--- src/rtl/neuron_pkg.sv ---
// Shared constants, state encoding and slot-offset helper for the sonar
// neuron datapath; imported by the assembler and by the neuron modules.
package neuron_pkg;

    localparam int N_FEATURES = 60;
    localparam int W_FIX      = 16;
    localparam int SAMPLE_W   = N_FEATURES * W_FIX;
    localparam int IDX_W      = $clog2(N_FEATURES);

    typedef enum logic [0:0] {
        FILL = 1'b0,
        HOLD = 1'b1
    } state_e;

    function automatic int featureOffset(input int i);
        return i * W_FIX;
    endfunction

endpackage

--- src/rtl/uzorak_assembler.sv ---
// Serial-to-parallel assembler producing the 960-bit uzorak sample bus.
// Optional double buffering with UZORAK_ASSEMBLER_DOUBLE_BUFFER_EN.
module uzorak_assembler
    import neuron_pkg::*;
(
    input  logic                clk,
    input  logic                rst_n,
    input  logic                in_valid,
    output logic                in_ready,
    input  logic [W_FIX-1:0]    in_data,
    input  logic                in_last,
    output logic                out_valid,
    input  logic                out_ready,
    output logic [SAMPLE_W-1:0] uzorak,
    output logic                frame_err
);

    localparam logic [IDX_W-1:0] LAST_IDX = IDX_W'(N_FEATURES - 1);

    state_e                state_q, state_d;
    logic [IDX_W-1:0]      idx_q, idx_d;
    logic [SAMPLE_W-1:0]   uzorak_q, uzorak_d;
    logic                  outValid_q, outValid_d;
    logic                  inReady_q, inReady_d;
    logic                  frameErr_q, frameErr_d;

    logic inXfer, outXfer, lastSlot, frameDone, frameBad;

    assign inXfer    = in_valid & inReady_q;
    assign outXfer   = outValid_q & out_ready;
    assign lastSlot  = (idx_q == LAST_IDX);
    assign frameDone = inXfer & lastSlot & in_last;
    // A frame is malformed when in_last and the final slot disagree.
    assign frameBad  = inXfer & (lastSlot ^ in_last);

`ifdef UZORAK_ASSEMBLER_DOUBLE_BUFFER_EN

    logic [SAMPLE_W-1:0] shadow_q, shadow_d;
    logic                shadowFull_q, shadowFull_d;

    // Words always land in the shadow; uzorak is loaded wholesale from it.
    always_comb begin
        state_d      = state_q;
        idx_d        = idx_q;
        uzorak_d     = uzorak_q;
        outValid_d   = outValid_q;
        inReady_d    = inReady_q;
        frameErr_d   = frameBad;
        shadow_d     = shadow_q;
        shadowFull_d = shadowFull_q;

        if (inXfer) begin
            for (int s = 0; s < N_FEATURES; s++) begin
                if (idx_q == IDX_W'(s)) begin
                    shadow_d[featureOffset(s) +: W_FIX] = in_data;
                end
            end
            idx_d = (frameDone || frameBad) ? '0 : idx_q + IDX_W'(1);
        end

        if (frameDone) begin
            if (state_q == FILL || outXfer) begin
                uzorak_d   = shadow_d;
                state_d    = HOLD;
                outValid_d = 1'b1;
                inReady_d  = 1'b1;
            end else begin
                shadowFull_d = 1'b1;
                inReady_d    = 1'b0;
            end
        end else if (state_q == HOLD && outXfer) begin
            if (shadowFull_q) begin
                uzorak_d     = shadow_q;
                shadowFull_d = 1'b0;
                inReady_d    = 1'b1;
            end else begin
                state_d    = FILL;
                outValid_d = 1'b0;
                inReady_d  = 1'b1;
            end
        end
    end

    always_ff @(posedge clk) begin
        if (!rst_n) begin
            shadow_q     <= '0;
            shadowFull_q <= 1'b0;
        end else begin
            shadow_q     <= shadow_d;
            shadowFull_q <= shadowFull_d;
        end
    end

`else

    // Single buffer: words are written straight into the presented vector.
    always_comb begin
        state_d    = state_q;
        idx_d      = idx_q;
        uzorak_d   = uzorak_q;
        outValid_d = outValid_q;
        inReady_d  = inReady_q;
        frameErr_d = frameBad;

        if (inXfer) begin
            for (int s = 0; s < N_FEATURES; s++) begin
                if (idx_q == IDX_W'(s)) begin
                    uzorak_d[featureOffset(s) +: W_FIX] = in_data;
                end
            end
            idx_d = (frameDone || frameBad) ? '0 : idx_q + IDX_W'(1);
        end

        if (frameDone) begin
            state_d    = HOLD;
            outValid_d = 1'b1;
            inReady_d  = 1'b0;
        end else if (state_q == HOLD && outXfer) begin
            state_d    = FILL;
            outValid_d = 1'b0;
            inReady_d  = 1'b1;
        end
    end

`endif

    always_ff @(posedge clk) begin
        if (!rst_n) begin
            state_q    <= FILL;
            idx_q      <= '0;
            uzorak_q   <= '0;
            outValid_q <= 1'b0;
            inReady_q  <= 1'b1;
            frameErr_q <= 1'b0;
        end else begin
            state_q    <= state_d;
            idx_q      <= idx_d;
            uzorak_q   <= uzorak_d;
            outValid_q <= outValid_d;
            inReady_q  <= inReady_d;
            frameErr_q <= frameErr_d;
        end
    end

    assign in_ready  = inReady_q;
    assign out_valid = outValid_q;
    assign uzorak    = uzorak_q;
    assign frame_err = frameErr_q;

endmodule

--- config.mk ---
export PLATFORM = sky130hd
export DESIGN_NAME = uzorak_assembler
export DESIGN_NICKNAME = d
export VERILOG_FILES = /design/src/rtl/neuron_pkg.sv /design/src/rtl/uzorak_assembler.sv
export SDC_FILE = /design/constraint.sdc
export NUM_CORES = 2
export LEC_CHECK = 0
export ABC_AREA = 0
export ABC_CLOCK_PERIOD_IN_PS = 2300
export BUFFER_PORTS_ARGS = -buffer_cell sky130_fd_sc_hd__buf_2
export CORE_AREA = 2 2 386 388
export CTS_BUF_LIST = sky130_fd_sc_hd__clkbuf_8
export DETAILED_ROUTE_END_ITERATION = 8
export DIE_AREA = 0 0 388 390
export PLACE_DENSITY = 0.52
export SLEW_MARGIN = 20
export SYNTH_ARGS = -nofsm -noshare
export SYNTH_HDL_FRONTEND = slang
export SYNTH_SLANG_ARGS = --single-unit
--- constraint.sdc ---
create_clock -name clk -period 2.3 [get_ports clk]
set_input_delay 0.115 -clock clk [delete_from_list [all_inputs] [get_ports clk]]
set_output_delay 0.115 -clock clk [all_outputs]
set_load 0.005 [all_outputs]
==> impl_metrics.env <==
export IMPL_maxSlewViolCount=0
export IMPL_final_common_cell="dfxtp_1"
export IMPL_synth_cells=4557
export IMPL_wl_per_cell_um=26.1
export IMPL_skew_ns=0.0242
export IMPL_clk_pin_slew_ns=0.06
export IMPL_cts_resized=0
export IMPL_ios=984
export IMPL_drt_drc_violations_left=0
export IMPL_fp_dieH_um=390
export IMPL_fin_crit_ns=2.10
export IMPL_clock_power_share_pct=47.7
export IMPL_synth_async_sr_flop_share_pct=0
export IMPL_ant_nets=0
export IMPL_initial_core_util_pct=26.9
export IMPL_via_count=39200
export IMPL_setup_viol=0
export IMPL_postPlaceCellArea_mm2=0.0467
export IMPL_setup_tns_ns=0
export IMPL_crit_required_ns=3.13
export IMPL_layout_common_cells="969 x dfxtp_1, 966 x buf_2, 933 x nand3_1, 932 x o21ai_0, 768 x a21boi_0"
export IMPL_start_kind="flop"
export IMPL_ctsHoldBuffers=22
export IMPL_rsz0062_at_grt="false"
export IMPL_p_per_area_mw_per_mm2=710
export IMPL_routed_wl_mm=192
export IMPL_peakVddDrop_uv=527
export IMPL_first_iter_violations=3263
export IMPL_die_area_mm2=0.151
export IMPL_leakage_nw=19.8
export IMPL_syn_to_final_growth_pct=27.9
export IMPL_sw_frac_of_total_pct=25.7
export IMPL_grt_max_degree=120
export IMPL_period_share_pct=91.5
export IMPL_hold_path_startpoint="in_data[6]"
export IMPL_ys_seq_elements=969
export IMPL_synth_area_mm2=0.0395
export IMPL_antenna_found_initial=15
export IMPL_port_buffers=983
export IMPL_worst_path_max_fanout=46
export IMPL_fmax_mhz=475
export IMPL_vias_per_cell=5.33
export IMPL_yosysWarnings=0
export IMPL_drive_above_1_share_pct=26.4
export IMPL_post_cts_setup_buffers=0
export IMPL_drv_cap=0
export IMPL_pwr_share_comb_pct=5.3
export IMPL_avgSynthCellArea_um2=8.67
export IMPL_max_slew_worst_pin_slew_ns=0.840
export IMPL_reg2reg_to="uzorak[596]"
export IMPL_power_frac_seq_pct=46.9
export IMPL_criticalPathCategory="flop to flop"
export IMPL_post_route_cell_area_mm2=0.0506
export IMPL_slew_headroom_pct=44.0
export IMPL_core_area_mm2=0.147
export IMPL_rr_startpoint="idx_q[1]"
export IMPL_p_int_mw=26.7
export IMPL_numCtsBuffers=178
export IMPL_syn_nets=4582
export IMPL_dp_hpwl_mm=117
export IMPL_htreeDepth=4
export IMPL_gp_congestion=0.801
export IMPL_synth_ff_type="dfxtp_1"
export IMPL_power_switching_mw=9.23
export IMPL_ys_seq_area_share_pct=49.1
export IMPL_fp_dieW_um=388
export IMPL_holdPathEnd="uzorak[918]"
export IMPL_grt_pass1_vias=36500
export IMPL_r2r_cells=6
export IMPL_yosys_cell_types_count=39
export IMPL_hold_path_class="primary input to flop"
export IMPL_grt_overflow=0
export IMPL_first_pass_iters=7
export IMPL_rows=141
export IMPL_track_usage_pct=24.0
export IMPL_nNetsFinal=5307
export IMPL_grt_pass1_wl_mm=270
export IMPL_cts_max_path_buffers=3
export IMPL_synth_edf_count=0
export IMPL_regToRegSetupSlack_ns=0.20
export IMPL_root_buffer="clkbuf_8"
export IMPL_critical_path_endpoint_type="flop"
export IMPL_cts_sinks=969
export IMPL_run_status="completed"
export IMPL_hold_depth=4
export IMPL_crit_arrival_ns=2.94
export IMPL_hold_viol=0
export IMPL_clk_latency_ns=0.92
export IMPL_cts_tree="built"
==> registers in the layout (all words and copies together), names as in the netlist <==
signal and flops:
uzorak 960, in_ready 1, frame_err 1, out_valid 1, idx_q 6
==> synth_stat cells, drive strengths merged, types with 3 or more instances <==
cell type | count | share of area, %
a21boi | 928 | 18
a21oi | 6 | 0.076
and3 | 5 | 0.079
and3b | 8 | 0.18
buf | 247 | 3.3
clkbuf | 395 | 3.8
dfxtp | 969 | 49
ha | 4 | 0.13
mux2i | 32 | 0.81
nand2 | 53 | 0.50
nand3 | 937 | 12
nand3b | 8 | 0.15
nor3b | 5 | 0.095
o21ai | 933 | 12
or3 | 3 | 0.047
or3b | 4 | 0.089
==> through the flow <==
stage | setup slack, ns | hold slack [ns] | power, mW | cells | util [%]
floorplan | 0.471 | 0.268 | 18.2 | 4557 | -
global route | 0.0151 | 0.0675 | 37.1 | 7344 | 34.4
finish | 0.196 | 0.0890 | 35.9 | 7349 | 34.4
global placement | 0.311 | 0.400 | 19.1 | 7010 | 31.8
CTS | 0.215 | 0.00263 | 36.3 | 7341 | 34.4
detailed placement | 0.252 | 0.408 | 19.1 | 7010 | 31.8
==> critical path, stage by stage, from the launching register on <==
cell	delay [ns]
dfxtp_1	0.41
inv_1	0.09
ha_1	0.30
nand3b_1	0.20
buf_4	0.48
o21ai_0	0.21
a21boi_0	0.21
==> power by group through the flow <==
stage / combinational [mW] / sequential (mW) / clock [mW]
final: 1.91 / 16.8 / 17.1
after global routing: 1.97 / 16.8 / 18.3
after CTS: 1.90 / 16.8 / 17.5
after detailed placement: 1.87 / 17.2 / 0
after global placement: 1.87 / 17.2 / 0
after floorplan: 0.942 / 17.2 / 0
==> layer usage <==
metal  vias up  part of all wire [%]  GRT usage [%]
met4         2                   5.1           12.0
li1      17600                     -              -
met1     19500                    42           30.5
met5         -                0.0083              0
met2      1662                    46           37.8
met3       422                   7.6           5.75
==> cells by family (layout without fill, tap and decap cells) <==
group                      after synthesis  in the layout  synth area share, %
xor gates and xnor gates                 1              1               0.0222
adders and majority gates                4              4                0.127
AOI/OAI and AO/OA                     1871           1871                 29.6
other                                    0              8                    0
muxes                                   32             32                0.810
and+or+nand+nor                       1036           1036                 13.3
DFF                                    969            969                 49.1
buffers and inverters                  644           1498                 7.06
==> worst max-delay path by stage <==
stage	cells after the start	slack, ns	from	endpoint
after floorplan	8	0.47	idx_q[0]	uzorak[544]
after global placement	6	0.31	idx_q[0]	uzorak[809]
after detailed placement	6	0.25	idx_q[0]	uzorak[812]
after CTS	6	0.21	idx_q[0]	uzorak[812]
after global routing	6	0.02	idx_q[1]	uzorak[851]
final	6	0.20	idx_q[1]	uzorak[596]
==> final cells by class <==
| class | count | area (µm²) |
|---|---|---|
| sequential | 969 | 19400 |
| inverter | 2 | 7.51 |
| clock inverter | 95 | 658 |
| antenna | 8 | 20.0 |
| tap | 1930 | 2410 |
| fill | 15400 | 96600 |
| multi-input combinational | 2944 | 17500 |
| clock buffer | 214 | 2950 |
| timing repair buffer | 1187 | 7670 |
No activity file was read; power rests on OpenSTA's default activity.
